File: config.mk
export PLATFORM = sky130hd
export DESIGN_NAME = muldiv_unit
export DESIGN_NICKNAME = d
export VERILOG_FILES = /design/src/rtl/muldiv_unit.sv
export SDC_FILE = /design/constraint.sdc
export NUM_CORES = 1
export LEC_CHECK = 0
export BUFFER_PORTS_ARGS = -buffer_cell sky130_fd_sc_hd__buf_2
export CORE_MARGIN = 1
export CORE_UTILIZATION = 28
export DETAILED_ROUTE_END_ITERATION = 10
export GPL_ROUTABILITY_DRIVEN = 0
export GPL_TIMING_DRIVEN = 1
export PLACE_DENSITY = 0.52
export SLEW_MARGIN = 30
export SYNTH_ARGS = -nofsm -noshare
export SYNTH_HDL_FRONTEND = slang
export SYNTH_SLANG_ARGS = --single-unit
File: constraint.sdc
create_clock -name clk -period 3.4 [get_ports clk]
set_input_delay 0.34 -clock clk [delete_from_list [all_inputs] [get_ports clk]]
set_output_delay 0.34 -clock clk [all_outputs]
set_load 0.05 [all_outputs]
File: src/rtl/muldiv_unit.sv
// muldiv_unit: multi-cycle 32-bit multiply/divide unit with architectural HI/LO.
// Multiplies by radix-2 shift-add and divides by radix-2 restoring
// shift-subtract on operand magnitudes. Each takes 32 iterations, followed by
// one FIX cycle that applies sign correction and writes HI/LO.
module muldiv_unit (
    input  logic        clk,
    input  logic        rstn,
    input  logic        start,
    input  logic [2:0]  op,
    input  logic [31:0] a,
    input  logic [31:0] b,
    input  logic        flush,
    output logic        busy,
    output logic        done,
    output logic [31:0] hi,
    output logic [31:0] lo
);

    typedef enum logic [1:0] {IDLE, MUL, DIV, FIX} state_t;

    state_t      state, state_next;
    logic [4:0]  cnt;
    logic [63:0] acc;       // MUL: {partial high, multiplier}; DIV: {remainder, quotient}
    logic [31:0] opnd;      // MUL: multiplicand magnitude; DIV: divisor magnitude
    logic        neg_res;   // product / quotient must be negated
    logic        neg_rem;   // remainder must be negated (dividend sign)
    logic        is_div;
    logic        div_zero;

    logic        issue_mul, issue_div, a_neg, b_neg;
    logic [31:0] a_mag, b_mag;
    logic [32:0] mul_sum, div_sh, div_diff;
    logic [63:0] mul_next, div_next, prod_fix;
    logic [31:0] quo_fix, rem_fix;

    // Operand decode, magnitudes and one iteration of each radix-2 step
    always_comb begin
        issue_mul = start && (op == 3'b000 || op == 3'b001);
        issue_div = start && (op == 3'b010 || op == 3'b011);
        a_neg     = ~op[0] & a[31];
        b_neg     = ~op[0] & b[31];
        a_mag     = a_neg ? (32'd0 - a) : a;
        b_mag     = b_neg ? (32'd0 - b) : b;

        mul_sum   = {1'b0, acc[63:32]} + (acc[0] ? {1'b0, opnd} : 33'd0);
        mul_next  = {mul_sum, acc[31:1]};

        div_sh    = {acc[63:32], acc[31]};
        div_diff  = div_sh - {1'b0, opnd};
        div_next  = div_diff[32] ? {div_sh[31:0], acc[30:0], 1'b0}
                                 : {div_diff[31:0], acc[30:0], 1'b1};

        prod_fix  = neg_res ? (64'd0 - acc) : acc;
        quo_fix   = neg_res ? (32'd0 - acc[31:0]) : acc[31:0];
        rem_fix   = neg_rem ? (32'd0 - acc[63:32]) : acc[63:32];
    end

    // State register
    always_ff @(posedge clk) begin
        if (!rstn) state <= IDLE;
        else       state <= state_next;
    end

    // Next-state logic and busy flag; flush overrides every transition
    always_comb begin
        state_next = state;
        busy       = (state != IDLE);
        case (state)
            IDLE: begin
                if (issue_mul)      state_next = MUL;
                else if (issue_div) state_next = DIV;
            end
            MUL, DIV: if (cnt == 5'd31) state_next = FIX;
            FIX:      state_next = IDLE;
            default:  state_next = IDLE;
        endcase
        if (flush) state_next = IDLE;
    end

    // Datapath: operand latch, iterations, FIX write-back and MTHI/MTLO
    always_ff @(posedge clk) begin
        if (!rstn) begin
            cnt      <= '0;
            acc      <= '0;
            opnd     <= '0;
            neg_res  <= 1'b0;
            neg_rem  <= 1'b0;
            is_div   <= 1'b0;
            div_zero <= 1'b0;
            hi       <= '0;
            lo       <= '0;
            done     <= 1'b0;
        end else begin
            done <= 1'b0;
            if (flush) begin
                cnt <= '0;
            end else begin
                case (state)
                    IDLE: begin
                        if (issue_mul) begin
                            acc     <= {32'd0, b_mag};
                            opnd    <= a_mag;
                            neg_res <= a_neg ^ b_neg;
                            neg_rem <= 1'b0;
                            is_div  <= 1'b0;
                            cnt     <= '0;
                        end else if (issue_div) begin
                            acc      <= {32'd0, a_mag};
                            opnd     <= b_mag;
                            neg_res  <= a_neg ^ b_neg;
                            neg_rem  <= a_neg;
                            div_zero <= (b == 32'd0);
                            is_div   <= 1'b1;
                            cnt      <= '0;
                        end else if (start && op == 3'b100) begin
                            hi <= a;
                        end else if (start && op == 3'b101) begin
                            lo <= a;
                        end
                    end
                    MUL: begin
                        acc <= mul_next;
                        cnt <= cnt + 5'd1;
                    end
                    DIV: begin
                        acc <= div_next;
                        cnt <= cnt + 5'd1;
                    end
                    FIX: begin
                        // Divide by zero leaves all-ones quotient and |a| as
                        // remainder; re-signing the remainder restores a.
                        if (is_div) begin
                            lo <= div_zero ? '1 : quo_fix;
                            hi <= rem_fix;
                        end else begin
                            hi <= prod_fix[63:32];
                            lo <= prod_fix[31:0];
                        end
                        done <= 1'b1;
                        cnt  <= '0;
                    end
                    default: cnt <= '0;
                endcase
            end
        end
    end

endmodule
==> flow_metrics.tcl <==
set metrics [dict create \
    drt-vias-per-instance 5.56 \
    synth_nets 2059 \
    r2r_slack_ns 0.17 \
    skew_ns 0.0170 \
    critical_path_class "flip-flop to flip-flop" \
    setup_viol 0 \
    dp_hpwl_mm 46.7 \
    post_cts_buffers 0 \
    grt_pass1_wl_mm 87.3 \
    yosysTopAreaCell "dfxtp_1" \
    ys.flop_type "dfxtp_1" \
    synth_edf_count 0 \
    grt_use_total 0.226 \
    leakage_nw 7.17 \
    crit_arrival_ns 3.61 \
    cp_slowest_cell "or3_1" \
    synth_top_area_share 0.243 \
    htreeDepth 4 \
    pre_cts_ws_ns -0.0730 \
    synth_cell_types 78 \
    reg2reg_to "hi[19]" \
    setup_ws_ns 0.168 \
    grt_setup_unrepaired "no" \
    vdd_drop_max_mv 0.388 \
    relSlewSlack 0.364 \
    ys_top_cells_by_area "dfxtp_1 24%, a21oi_1 8.4%, xnor2_1 7.1%, ha_1 6.6%, o21ai_0 4.9%" \
    drive_gt1_frac 0.186 \
    dieArea_sq_um 51500 \
    outcome "complete, no violations" \
    hold_violations 0 \
    timing.fmax_mhz 309 \
    worst_pin_slew_ns 0.954 \
    drc_errors 0 \
    pin_count 137 \
    fillers 5368 \
    drt-initial-drc-count 1609 \
    insertion_delay_ns 0.47 \
    slowest_delay_ns 0.47 \
    cp-endpoint "hi[19]" \
    numCtsBuffers 17 \
    wl_mm 59.4 \
    root_buffer "clkbuf_16" \
    min_period_over_period 0.951 \
    syn_area_sq_um 14200 \
    p_per_area_nw_per_um2 361 \
    ff2ff_path_depth 9 \
    antenna_found_initial 7 \
    clockBufferDepth 2 \
    port_buffers 136 \
    gr-total-overflow 0 \
    die_w_um 227 \
    ys_seq_area_frac 0.243 \
    fp.dieH_um 227 \
    slew_violations 0 \
    num_vias 15540 \
    required_ns 3.78 \
    worstPathCellList "or3_1 > or3_1 > or3_1 > or2_1 > nand2_1 > o21ai_0 > xor2_1 > mux2i_1 > a211oi_1" \
    hold_class "input port to flip-flop" \
    ant_nets 0 \
    grt_pass1_vias 14257 \
    path_max_fanout 12 \
    yosys_warnings 0 \
    rows 82 \
    routedWlPerCell_um 21.2 \
    endpoint_kind "flip-flop" \
    drt_pass1_iterations 6 \
    worstSetupStartpoint "acc[25]" \
    r2r_start "acc[25]" \
    cts_tree "yes" \
    cts.sinks 172 \
    synthArstFlopShare 0 \
    path_common_cell "or3_1" \
    netlist_instances 1911 \
    core_area_sq_um 50100 \
    hold_buffers 0 \
    cp-start-kind "flip-flop" \
    min_path_cells 2 \
    drv_cap 0 \
    period_minus_slack_ns 3.23 \
    syn2layout_area_growth_pct 21.8 \
    final_nets 2261 \
    path_clk_slew_ns 0.07 \
    synth_area_per_cell_sq_um 7.41 \
    ys_seq_elements 172 \
    initial_utilization 0.283 \
    grt_max_degree 84 \
    fin_setup_tns_ns 0 \
]
-- stage by stage --
step / hold WS [ns] / instance area, sq um / cells / power [mW] / utilization
after detailed placement: 0.444 / 16600 / 2766 / 4.16 / 0.332
final: 0.298 / 17300 / 2797 / 6.22 / 0.345
after floorplan: 0.432 / 14200 / 1911 / 3.41 / -
after global routing: 0.290 / 17300 / 2797 / 6.47 / 0.345
after CTS: 0.272 / 17200 / 2796 / 6.19 / 0.343
after global placement: 0.442 / 16600 / 2766 / 4.15 / 0.331
-- worst max-delay path: cells and delay by family, from the launching register on --
family           cells  cell delay, ns
AND/OR/NAND/NOR      5            1.96
multiplexers         1            0.14
AO/OA/AOI/OAI        2            0.43
flip-flops           1            0.31
XOR/XNOR             1            0.29
-- state kept, by name, summed over array words and instances (netlist names), 2 cells and up --
register / cells
hi: 32
opnd: 32
acc: 64
state: 2
cnt: 5
lo: 32
-- power breakdown --
part / internal [mW] / leakage [nW] / switching, mW
sequential: 2.11 / 1.40 / 0.0615
clock: 1.13 / 0.284 / 0.920
combinational: 0.716 / 5.49 / 1.28
-- layout make-up --
type | count | area [sq um] | share of cell area
flip-flops and latches | 172 | 3440 | 0.200
clock inverters | 10 | 116 | 0.00674
repair buffers | 309 | 2030 | 0.118
clock buffers | 20 | 467 | 0.0270
diodes | 1 | 2.50 | 0.000145
multi-input cells | 1546 | 10100 | 0.585
well taps | 672 | 841 | 0.0487
inverters | 67 | 251 | 0.0146
-- logic make-up (layout without fill, tap and decap cells) --
| kind of cell | after synthesis | after routing | share of synthesized area |
|---|---|---|---|
| compound gates | 697 | 697 | 0.311 |
| simple gates | 556 | 556 | 0.187 |
| buf+inv | 193 | 406 | 0.0524 |
| flops | 172 | 172 | 0.243 |
| xor+xnor | 171 | 171 | 0.106 |
| fa+ha+maj | 77 | 77 | 0.0691 |
| mux | 45 | 45 | 0.0321 |
| other cells | 0 | 1 | 0 |
-- cell usage after synthesis, types with 10 or more instances --
cell / instances
xor2_1: 56
a211oi_1: 38
or4_1: 12
a21oi_1: 237
a21o_1: 38
o21ai_0: 139
a211o_1: 10
a22oi_1: 30
nand2b_1: 15
ha_1: 75
dfxtp_1: 172
a221oi_1: 12
a22o_1: 12
mux2i_1: 42
clkbuf_1: 110
o31ai_1: 24
nor3_1: 32
o221ai_1: 29
nand2_1: 180
inv_1: 66
o211ai_1: 35
a31oi_1: 17
or3_1: 22
xnor2_1: 115
nand3_1: 36
o21ai_1: 10
nor2_1: 182
-- layout by cell type, fill, tap and decap left out, types with 37 or more instances in the layout --
| cell | n |
|---|---|
| xor2_1 | 56 |
| o21ai_0 | 137 |
| ha_1 | 73 |
| buf_2 | 136 |
| inv_1 | 65 |
| a21oi_1 | 230 |
| a211oi_1 | 37 |
| a21o_1 | 38 |
| buf_4 | 168 |
| xnor2_1 | 114 |
| dfxtp_1 | 171 |
| mux2i_1 | 42 |
| nand2_1 | 179 |
| nor2_1 | 180 |
-- what timing repair did --
| item | CTS | global route |
|---|---|---|
| pin swaps | 2 | 7 |
| gates resized for setup | 3 | 18 |
| endpoints found under the setup margin | 1 | 34 |
| gates cloned | 0 | 0 |
-- metal layers --
layer / global-route usage / wire, um / up-vias
met5: 0 / 52 / -
met4: 0.0775 / 1600 / 10
met3: 0.0519 / 5470 / 91
met2: 0.347 / 26000 / 688
met1: 0.310 / 26300 / 7390
li1: - / - / 7361
-- worst min-delay path by stage --
stage / startpoint / end
4_1_cts: a[1] / hi[1]
2_1_floorplan: opnd[10] / opnd[10]
6_report: rstn / acc[0]
3_3_place_gp: cnt[4] / cnt[4]
5_1_grt: rstn / acc[0]
3_5_place_dp: lo[15] / lo[15]
No activity file was read; power rests on OpenSTA's default activity.
